### src/rtl/fanout_if.sv
// fanout_if: upstream ready/valid stream plus its per-consumer broadcast side.
interface fanout_if #(
    parameter int NUM_OUT = 7,
    parameter int DATA_W  = 16
);
    logic [DATA_W-1:0]  in_data;
    logic               in_valid;
    logic               in_ready;
    logic [DATA_W-1:0]  out_data;
    logic [NUM_OUT-1:0] out_valid;
    logic [NUM_OUT-1:0] out_ready;
    modport master (output in_data, in_valid, out_ready, input in_ready, out_data, out_valid);
    modport slave  (input in_data, in_valid, out_ready, output in_ready, out_data, out_valid);
endinterface

### src/rtl/fanout_broadcast.sv
// fanout_broadcast: registered eager fork; retires an item once every routed port has taken it.
module fanout_broadcast #(
    parameter int NUM_OUT = 7,
    parameter int DATA_W  = 16,
    parameter int CNT_W   = 16
) (
    input  logic               clk,
    input  logic               rst_n,
    fanout_if.slave            bus,
    input  logic [NUM_OUT-1:0] cfg_enable,
    input  logic [NUM_OUT-1:0] cfg_sel,
    output logic [CNT_W-1:0]   retired_cnt
);
    logic               full_q, full_d;
    logic [DATA_W-1:0]  data_q, data_d;
    logic [NUM_OUT-1:0] mask_q, mask_d;
    logic [NUM_OUT-1:0] done_q, done_d;
    logic [CNT_W-1:0]   cnt_q, cnt_d;
    logic [NUM_OUT-1:0] acc;
    logic               complete, load;

    // done_q hides ports that already took the item, so a ready toggle never re-delivers
    assign bus.out_valid = {NUM_OUT{full_q}} & mask_q & ~done_q;
    assign bus.out_data  = data_q;
    assign acc           = bus.out_valid & bus.out_ready;
    assign complete      = full_q & (&(~mask_q | done_q | acc));
    assign bus.in_ready  = ~full_q | complete;
    assign load          = bus.in_valid & bus.in_ready;
    assign retired_cnt   = cnt_q;

    always_comb begin
        full_d = load ? 1'b1 : (complete ? 1'b0 : full_q);
        data_d = load ? bus.in_data : data_q;
        mask_d = load ? (cfg_enable & cfg_sel) : mask_q;
        done_d = (load | complete) ? '0 : (full_q ? (done_q | acc) : done_q);
        cnt_d  = cnt_q + CNT_W'(complete);
    end

    always_ff @(posedge clk or negedge rst_n) begin
        if (!rst_n) begin
            full_q <= 1'b0;
            data_q <= '0;
            mask_q <= '0;
            done_q <= '0;
            cnt_q  <= '0;
        end else begin
            full_q <= full_d;
            data_q <= data_d;
            mask_q <= mask_d;
            done_q <= done_d;
            cnt_q  <= cnt_d;
        end
    end
endmodule

### src/flat_wrapper.sv
// flat-port wrapper written by rule: the top's interface ports become plain ports
module fanout_broadcast_flat 
#(
    parameter int NUM_OUT = 7,
    parameter int DATA_W  = 16,
    parameter int CNT_W   = 16
)
  (clk, rst_n, cfg_enable, cfg_sel, retired_cnt, bus_in_data, bus_in_valid, bus_out_ready, bus_in_ready, bus_out_data, bus_out_valid);
  fanout_if #(.NUM_OUT(NUM_OUT), .DATA_W(DATA_W)) bus_i ();
  input  logic clk;
  input  logic rst_n;
  input  logic [NUM_OUT-1:0] cfg_enable;
  input  logic [NUM_OUT-1:0] cfg_sel;
  output logic [CNT_W-1:0] retired_cnt;
  input wire logic [$bits(bus_i.in_data)-1:0] bus_in_data;
  input wire logic [$bits(bus_i.in_valid)-1:0] bus_in_valid;
  input wire logic [$bits(bus_i.out_ready)-1:0] bus_out_ready;
  output wire logic [$bits(bus_i.in_ready)-1:0] bus_in_ready;
  output wire logic [$bits(bus_i.out_data)-1:0] bus_out_data;
  output wire logic [$bits(bus_i.out_valid)-1:0] bus_out_valid;
  assign bus_i.in_data = bus_in_data;
  assign bus_i.in_valid = bus_in_valid;
  assign bus_i.out_ready = bus_out_ready;
  assign bus_in_ready = bus_i.in_ready;
  assign bus_out_data = bus_i.out_data;
  assign bus_out_valid = bus_i.out_valid;
  fanout_broadcast #(.NUM_OUT(NUM_OUT), .DATA_W(DATA_W), .CNT_W(CNT_W)) u_core (.clk(clk), .rst_n(rst_n), .bus(bus_i), .cfg_enable(cfg_enable), .cfg_sel(cfg_sel), .retired_cnt(retired_cnt));
endmodule
### config.mk
export PLATFORM = sky130hd
export DESIGN_NAME = fanout_broadcast_flat
export DESIGN_NICKNAME = d
export VERILOG_FILES = /design/src/rtl/fanout_if.sv /design/src/rtl/fanout_broadcast.sv /design/src/flat_wrapper.sv
export SDC_FILE = /design/constraint.sdc
export NUM_CORES = 1
export LEC_CHECK = 0
export CAP_MARGIN = 20
export CORE_MARGIN = 3
export CORE_UTILIZATION = 41
export CTS_CLUSTER_SIZE = 16
export DETAILED_ROUTE_END_ITERATION = 10
export PLACE_DENSITY = 0.88
export SLEW_MARGIN = 5
export SYNTH_ARGS = -nofsm -noshare
export SYNTH_HDL_FRONTEND = slang
export SYNTH_SLANG_ARGS = --single-unit
### constraint.sdc
create_clock -name clk -period 2.27 [get_ports clk]
set_input_delay 0.3405 -clock clk [delete_from_list [all_inputs] [get_ports clk]]
set_output_delay 0.3405 -clock clk [all_outputs]
set_load 0.005 [all_outputs]
==> results of run 1 <==
## area by class of cell
class	instances	area (um^2)
Fill cell	428	1810
Multi-Input combinational cell	135	1050
Inverter	21	78.8
Timing Repair Buffer	100	956
Tap cell	70	87.6
Clock inverter	1	5.00
Sequential cell	47	1180
Clock buffer	7	76.3
## Yosys cell counts (4+ instances only)
master / number / area, um^2
nor2b_1: 6 / 37.5
nor2_1: 6 / 22.5
clkbuf_1: 7 / 26.3
o32ai_2: 18 / 293
nand3_1: 5 / 25.0
a21oi_1: 4 / 20.0
xor2_1: 6 / 52.6
nand2_1: 44 / 165
a31oi_1: 5 / 31.3
nor3_1: 9 / 45.0
o32ai_1: 5 / 43.8
xnor2_1: 8 / 70.1
inv_1: 20 / 75.1
and2_1: 4 / 25.0
dfrtp_1: 47 / 1180
## final timing paths
kind | from | end | cells after the start
max | bus_out_ready[2] | u_core.retired_cnt[12] | 11
max reg2reg | u_core.mask_q[0] | u_core.retired_cnt[12] | 10
max in group asynchronous | rst_n | u_core.full_q | 2
min | rst_n | u_core.done_q[2] | 2
min in group clk | bus_out_ready[0] | u_core.done_q[0] | 3
min reg2reg | u_core.retired_cnt[15] | u_core.retired_cnt[15] | 1
## state kept, by name (all words and copies together), names as in the netlist
name / cells
u_core.bus.out_data: 16
u_core.mask_q: 7
u_core.full_q: 1
u_core.done_q: 7
u_core.retired_cnt: 16
## what timing repair did
| action | in CTS | in global routing |
|---|---|---|
| endpoints found under the hold margin | 0 | 0 |
| setup buffers | 1 | 3 |
| resized for setup | 9 | 5 |
| pin swaps | 2 | 3 |
| hold buffers | 0 | 0 |
| endpoints found under the setup margin | 10 | 11 |
| cloned | 0 | 0 |
## power by group
group | internal [mW] | total (mW) | switching, mW | leakage [nW]
Clock | 0.217 | 0.491 | 0.274 | 0.0422
Sequential | 1.16 | 1.41 | 0.249 | 0.609
Combinational | 1.27 | 2.35 | 1.08 | 0.906
## kinds of logic (layout without fill, tap and decap cells)
| logic type | after synthesis | count (layout) | synth area share |
|---|---|---|---|
| compound gates | 36 | 36 | 0.185 |
| xor+xnor | 14 | 14 | 0.0539 |
| fa+ha+maj | 2 | 2 | 0.0110 |
| buf+inv | 33 | 129 | 0.0633 |
| flops | 47 | 47 | 0.517 |
| simple gates | 83 | 83 | 0.169 |
## per-layer routing
| layer | up-vias | GRT usage | wire, um |
|---|---|---|---|
| li1 | 931 | - | - |
| met1 | 956 | 0.240 | 2490 |
| met2 | 59 | 0.322 | 2940 |
| met3 | 8 | 0.0561 | 335 |
| met4 | 0 | 0.0507 | 76 |
| met5 | - | 0 | 0 |
==> flow_metrics.env, run 1 <==
export IMPL_clkTransAtPathRegs_ns=0.09
export IMPL_wl_um=5840
export IMPL_synth_cells=215
export IMPL_vias=1954
export IMPL_cts_htree_levels=2
export IMPL_dp_cells=369
export IMPL_crit_path_start_kind="input port"
export IMPL_cts_made_buffers=5
export IMPL_fin_util=0.655
export IMPL_max_freq_mhz=445
export IMPL_ys_types=27
export IMPL_synth_flop_cell="dfrtp_1"
export IMPL_crit_chain="clkdlybuf4s50_1 > nand2_1 > a222oi_1 > buf_4 > and4_4 > ha_4 > ha_4 > nand3_4 > nor3_4 > nand4_1 > xnor2_1"
export IMPL_start_util=0.434
export IMPL_syn_to_final_growth_pct=51.0
export IMPL_tns_ns=0
export IMPL_instances_no_fill=381
export IMPL_final_common_cell="clkdlybuf4s50_1"
export IMPL_drt_iter0_markers=74
export IMPL_critPathKind="input port to flop"
export IMPL_wire_per_inst_um=15.3
export IMPL_cts_buffer_depth=2
export IMPL_io_buffers=79
export IMPL_ys_seq_area_frac=0.517
export IMPL_synth_fp_nets=257
export IMPL_grt_usage=0.191
export IMPL_die_y_um=80.5
export IMPL_worstPathRequired_ns=2.47
export IMPL_fin_nets=352
export IMPL_hold_violations=0
export IMPL_maxSlewHeadroom=0.482
export IMPL_slew_violations=0
export IMPL_max_cap_violations=0
export IMPL_dpl_instance_area_um2=3270
export IMPL_final_period_utilization=0.989
export IMPL_antenna_cells=0
export IMPL_finalPower_mw=4.25
export IMPL_core_area_um2=5240
export IMPL_cp_slowest_stage_delay_ns=0.49
export IMPL_cp_slowest_cell="clkdlybuf4s50_1"
export IMPL_period_minus_slack_ns=2.25
export IMPL_cts_root_buf="clkbuf_8"
export IMPL_async_flop_share=1.00
export IMPL_path_max_fanout=3
export IMPL_clock_latency_ns=0.30
export IMPL_post_place_ws_ns=-0.499
export IMPL_grt_start_max_net_pins=48
export IMPL_yosys_register_bits=47
export IMPL_cp_buffers_inverters=2
export IMPL_crit_family="simple AND/OR/NAND/NOR gates"
export IMPL_synth_edff_count=0
export IMPL_grt_remaining_overflow=0
export IMPL_ir_drop_v=0.000753
export IMPL_status="complete, no violations"
export IMPL_cts_sinks=47
export IMPL_core_rowCount=26
export IMPL_setup_viol=0
export IMPL_grt_antenna_before_repair=0
export IMPL_critPathArrivalTime_ns=2.44
export IMPL_power_density_nw_per_um2=1240
export IMPL_dp_hpwl_um=4150
export IMPL_tightest_slew_ns=0.774
export IMPL_worstHoldPathType="input port to async pin"
export IMPL_drc=0
export IMPL_holdWs_ns=0.124
export IMPL_r2r_slack_ns=0.04
export IMPL_clock_skew_ns=0.00575
export IMPL_synth_avg_cell_area_um2=10.6
export IMPL_tritoncts="yes"
export IMPL_dr_pass1_iters=4
export IMPL_drive_gt1_frac=0.186
export IMPL_setup_ws_ns=0.0249
export IMPL_leakagePower_nw=1.56
export IMPL_pin_count=80
export IMPL_synth_warnings=0
export IMPL_final_cell_mix="clkdlybuf4s50_1, dfrtp_1, nand2_1, inv_1, buf_4"
export IMPL_postRouteAntennaNets=0
export IMPL_grt_pass1_wl_um=9450
export IMPL_via_per_inst=5.13
export IMPL_final_area_um2=3430
export IMPL_grt_pass1_vias=2019
export IMPL_die_w_um=80.5
export IMPL_grt_setup_unrepaired="true"
export IMPL_dieArea_um2=6470
export IMPL_place_gp_congestion=0.900
export IMPL_cp_end_kind="flop"
export IMPL_cpMostUsedCell="ha_4"
export IMPL_syn_area_um2=2270
Note: power is estimated with default switching activity, not from simulation.
==> inputs of run 2 (changes only) <==
CELL_PAD_IN_SITES_DETAIL_PLACEMENT = 1   (was default)
CELL_PAD_IN_SITES_GLOBAL_PLACEMENT = 1   (was default)
CORE_UTILIZATION = 30   (was 41)
PLACE_DENSITY = 0.86   (was 0.88)
SLEW_MARGIN = 30   (was 5)
==> flow_metrics.env, run 2 (synthesis results as in run 1) <==
export IMPL_power_density_nw_per_um2=1260
export IMPL_hold_buffers=0
export IMPL_vias=2019
export IMPL_final_area_um2=3640
export IMPL_drt_iter0_markers=58
export IMPL_dr_pass1_iters=4
export IMPL_slew_violations=0
export IMPL_worstHoldPathType="input port to async pin"
export IMPL_drc=0
export IMPL_grt_remaining_overflow=0
export IMPL_core_area_um2=7290
export IMPL_grt_antenna_before_repair=0
export IMPL_fin_util=0.500
export IMPL_antenna_cells=0
export IMPL_max_freq_mhz=431
export IMPL_via_per_inst=4.81
export IMPL_maxSlewHeadroom=0.641
export IMPL_top_usage_layer="met2"
export IMPL_dieArea_um2=8660
export IMPL_met1_usage=0.198
export IMPL_drive_gt1_frac=0.249
export IMPL_grt_pass1_vias=2123
export IMPL_start_util=0.312
export IMPL_r2r_cells=9
export IMPL_crit_path_start="u_core.mask_q[0]"
export IMPL_cp_end_kind="flop"
export IMPL_fillCellCount=824
export IMPL_leakagePower_nw=1.64
export IMPL_cts_sinks=47
export IMPL_wl_um=6890
export IMPL_io_buffers=79
export IMPL_clkTransAtPathRegs_ns=0.09
export IMPL_wire_per_inst_um=16.4
export IMPL_cts_buffer_depth=2
export IMPL_fin_nets=362
export IMPL_tritoncts="yes"
export IMPL_hold_violations=0
export IMPL_cpMostUsedCell="nand4_1"
export IMPL_cts_htree_levels=2
export IMPL_grt_setup_unrepaired="true"
export IMPL_max_cap_violations=0
export IMPL_cts_root_buf="clkbuf_8"
export IMPL_cp_slowest_stage_delay_ns=0.42
export IMPL_instances_no_fill=420
export IMPL_core_rowCount=31
export IMPL_postRouteAntennaNets=0
export IMPL_tightest_slew_ns=0.536
export IMPL_die_y_um=93.1
export IMPL_finalPower_mw=4.57
export IMPL_final_period_utilization=1.02
export IMPL_path_max_fanout=4
export IMPL_cp_slowest_cell="dfrtp_1"
export IMPL_dp_hpwl_um=4700
export IMPL_place_gp_congestion=0.777
export IMPL_dpl_instance_area_um2=3360
export IMPL_grt_start_max_net_pins=48
export IMPL_met3_usage=0.0386
export IMPL_period_minus_slack_ns=2.32
export IMPL_violations="setup timing"
export IMPL_clock_skew_ns=0.00643
export IMPL_setup_viol=2
export IMPL_pin_count=80
export IMPL_ir_drop_v=0.000645
export IMPL_status="complete, but fails checks"
export IMPL_critPathKind="flop to flop"
export IMPL_setup_ws_ns=-0.0475
export IMPL_crit_path_start_kind="flop"
export IMPL_final_cell_mix="clkdlybuf4s50_1, dfrtp_1, nand2_1, buf_4, inv_1"
export IMPL_grt_usage=0.158
export IMPL_dp_cells=404
export IMPL_clock_latency_ns=0.29
export IMPL_die_w_um=93.1
export IMPL_critPathArrivalTime_ns=2.50
export IMPL_cp_endpoint="u_core.retired_cnt[15]"
export IMPL_worstPathRequired_ns=2.45
export IMPL_cts_made_buffers=5
export IMPL_holdWs_ns=0.0123
export IMPL_met2_usage=0.275
export IMPL_final_common_cell="clkdlybuf4s50_1"
export IMPL_r2r_start="u_core.mask_q[0]"
export IMPL_syn_to_final_growth_pct=60.3
export IMPL_reg2reg_to="u_core.retired_cnt[15]"
export IMPL_crit_chain="nor2b_4 > a222oi_1 > buf_4 > and4_4 > ha_4 > nand4_1 > nor3_4 > nand4_1 > xnor2_1"
export IMPL_grt_pass1_wl_um=10800
export IMPL_r2r_slack_ns=-0.05
-- run 2: changes by cell type in the layout (fill, tap and decap cells not counted), moves of 2 or more --
| cell | before | now |
|---|---|---|
| nand2_2 | 0 | 4 |
| nand2_1 | 44 | 40 |
| xnor2_2 | 0 | 2 |
| buf_4 | 20 | 28 |
| clkbuf_1 | 2 | 0 |
| xnor2_1 | 8 | 6 |
-- run 2: worst min path at each step --
stage / from / end / cells after the start
finish: rst_n / u_core.done_q[2] / 2
global route: rst_n / u_core.done_q[4] / 2
CTS: rst_n / u_core.bus.out_data[13] / 2
detailed placement: rst_n / u_core.done_q[4] / 2
global placement: rst_n / u_core.done_q[4] / 2
floorplan: rst_n / u_core.bus.out_data[0] / 0
-- run 2: per-layer routing --
layer | routed length (um) | vias to the layer above
met5 | 0 | -
met4 | 57 | 0
met3 | 333 | 6
met2 | 3560 | 54
met1 | 2940 | 1006
li1 | - | 953
-- run 2: cell type report --
| type | instances | area [um^2] | area share |
|---|---|---|---|
| flip-flops and latches | 47 | 1180 | 0.323 |
| clock inverters | 2 | 35.0 | 0.00962 |
| well taps | 99 | 124 | 0.0340 |
| repair buffers | 110 | 1040 | 0.287 |
| multi-input cells | 135 | 1100 | 0.302 |
| inverters | 21 | 78.8 | 0.0216 |
| clock buffers | 6 | 82.6 | 0.0227 |
-- run 2: per-stage QoR --
stage / setup WS [ns] / setup TNS (ns)
6_report: -0.0475 / -0.0588
5_1_grt: -0.141 / -0.725
4_1_cts: -0.0220 / -0.0220
3_5_place_dp: -0.514 / -4.62
3_3_place_gp: -0.487 / -4.50
2_1_floorplan: -0.00109 / -0.00109
-- run 2: power breakdown --
| part | switching [mW] | internal (mW) | leakage (nW) |
|---|---|---|---|
| Clock | 0.283 | 0.357 | 0.0612 |
| Combinational | 1.14 | 1.37 | 0.970 |
| Sequential | 0.273 | 1.16 | 0.609 |
-- run 2: worst max-delay path: cells and delay by family (launching register included) --
kind	cells	cell delay, ns
fa+ha+maj	1	0.15
xor+xnor	1	0.15
compound gates	1	0.33
simple gates	5	0.98
buf+inv	1	0.17
flops	1	0.42
-- run 2: what timing repair did --
action,4_1_cts,5_1_grt
setup buffers,1,8
pin swaps,3,2
gates resized for setup,11,16
gates cloned,0,0
setup endpoints to repair,10,11
endpoints found under the hold margin,0,0
==> variant: new RTL, settings of run 1 <==
`NUM_OUT` is set to 7 in 3 places; all go to 9.
--- a/src/rtl/fanout_if.sv
+++ b/src/rtl/fanout_if.sv
@@ -2,3 +2,3 @@
 interface fanout_if #(
-    parameter int NUM_OUT = 7,
+    parameter int NUM_OUT = 9,
     parameter int DATA_W  = 16
--- a/src/rtl/fanout_broadcast.sv
+++ b/src/rtl/fanout_broadcast.sv
@@ -2,3 +2,3 @@
 module fanout_broadcast #(
-    parameter int NUM_OUT = 7,
+    parameter int NUM_OUT = 9,
     parameter int DATA_W  = 16,
--- a/src/flat_wrapper.sv
+++ b/src/flat_wrapper.sv
@@ -3,3 +3,3 @@
 #(
-    parameter int NUM_OUT = 7,
+    parameter int NUM_OUT = 9,
     parameter int DATA_W  = 16,
Ports: changed (resized bus_out_ready, bus_out_valid, cfg_enable and cfg_sel); port bits go from 80 to 88. The function was not compared with the original's and may differ.
==> variant against run 1 <==
Sequential cell count rose by 4. Clock skew increased by 0.0045 ns. Total power is 22% higher. Cell area rose by 23%. Via count rose by 53%. Combinational power is 33% higher. Global-route usage rose by 2.4 points. Die area is 27% higher. Area after synthesis increased by 30%. Worst setup slack improved by 0.081 ns. Final cell count grew 34%. Critical path depth up 1. Wire length is 54% higher. Hold slack got worse by 0.080 ns. Critical endpoint is now u_core.retired_cnt[8]. Largest cell class is now multi-input combinational cells. Highest routed layer unchanged.
==> variant: results (changes against run 1) <==
* Met3 WL at 590 µm (+76%)
* Port buffer count at 87 (+10%)
* M3 GR Usage at 4.83% (-0.77 points)
* Dpl cell area at 4020 µm² (+23%)
* Switching share of power at 42.3% (+4.5 points)
* Share of cells above drive strength 1 at 12.8% (-5.8 points)
* Combinational power share at 60.3% (+5.0 points)
* Cell leakage power at 1.75 nW (+13%)
* Initial DRT Pass Iterations at 6 (+2)
* Via count at 2999 (+53%)
* Clock transition at path regs at 0.11 ns (+0.02 ns)
* Total Power at 5.18 mW (+22%)
* R2R Path Start: u_core.full_q
* Clock share of power at 10.9% (-0.7 points)
* Routing usage on met1 at 29.7% (+5.7 points)
* Post-synthesis sequential area ratio at 43.3% (-8.4 points)
* First DRT Iteration DRCs at 319 (+330%)
* First-pass GRT wire length at 14700 µm (+56%)
* Pin count of the biggest net entering global routing at 51 (+6.3%)
* CP arrival at 2.37 ns (-0.07 ns)
* DR WL met2 at 4420 µm (+51%)
* VDD IR max at 0.917 mV (+22%)
* Hold WS at 0.0438 ns (-0.0804 ns)
* Met2 Usage GRT at 34.1% (+1.9 points)
* GR Util All Layers at 21.5% (+2.4 points)
* Commonest cells in the netlist: dfrtp_1 (51), nand2_1 (38), o211ai_1 (25)
* Status: completed
* RD Place Congestion at 0.801 (-11%)
* Area contributors post-synth: dfrtp_1 (43%), o211ai_1 (6.4%), a222oi_1 (5.4%), nand2_1 (4.8%), and2_1 (4.2%)
* Cell variety after synth at 31 (+15%)
[variant: how the worst max path moves through the flow]
stage,slack [ns],depth (start not counted),from,to
after global placement,-0.17,12,bus_out_ready[0],u_core.retired_cnt[11]
final,0.11,12,bus_out_ready[5],u_core.retired_cnt[8]
after floorplan,0.01,15,u_core.full_q,u_core.retired_cnt[8]
after detailed placement,-0.26,12,bus_out_ready[5],u_core.retired_cnt[8]
after CTS,-0.18,8,bus_out_ready[5],bus_in_ready
after global routing,-0.02,12,u_core.full_q,u_core.retired_cnt[8]
[variant: per-stage QoR]
step	cells	utilization [%]
after floorplan	319	-
after global placement	497	58.5
after detailed placement	497	58.5
after CTS	506	60.0
after global routing	510	61.3
final	510	61.3
[variant: kinds of logic (layout without fill, tap and decap cells)]
family                   after synthesis  count (layout)  share of synthesized area [%]
AO/OA/AOI/OAI                         83              83                           23.1
buffers and inverters                 36             131                           5.65
XOR/XNOR                              14              14                           4.16
flip-flops                            51              51                           43.3
adder cells (fa/ha/maj)                2               2                          0.849
AND/OR/NAND/NOR                      133             133                           23.0
[variant: worst max-delay path, stage by stage]
cell	delay (ns)
clkdlybuf4s50_1	0.50
nand2_1	0.08
a32oi_2	0.20
and3_4	0.21
nand2_2	0.06
nor2_1	0.12
ha_2	0.22
ha_4	0.15
nand3_4	0.11
nor2_4	0.12
nand3_2	0.10
xnor2_2	0.15
[variant: final cells by class]
class | count | area [µm²]
fillers | 568 | 2660
multi-input cells | 232 | 1580
flip-flops and latches | 51 | 1280
repair buffers | 116 | 1110
well taps | 96 | 120
clock buffers | 5 | 68.8
clock inverters | 3 | 26.3
inverters | 7 | 26.3
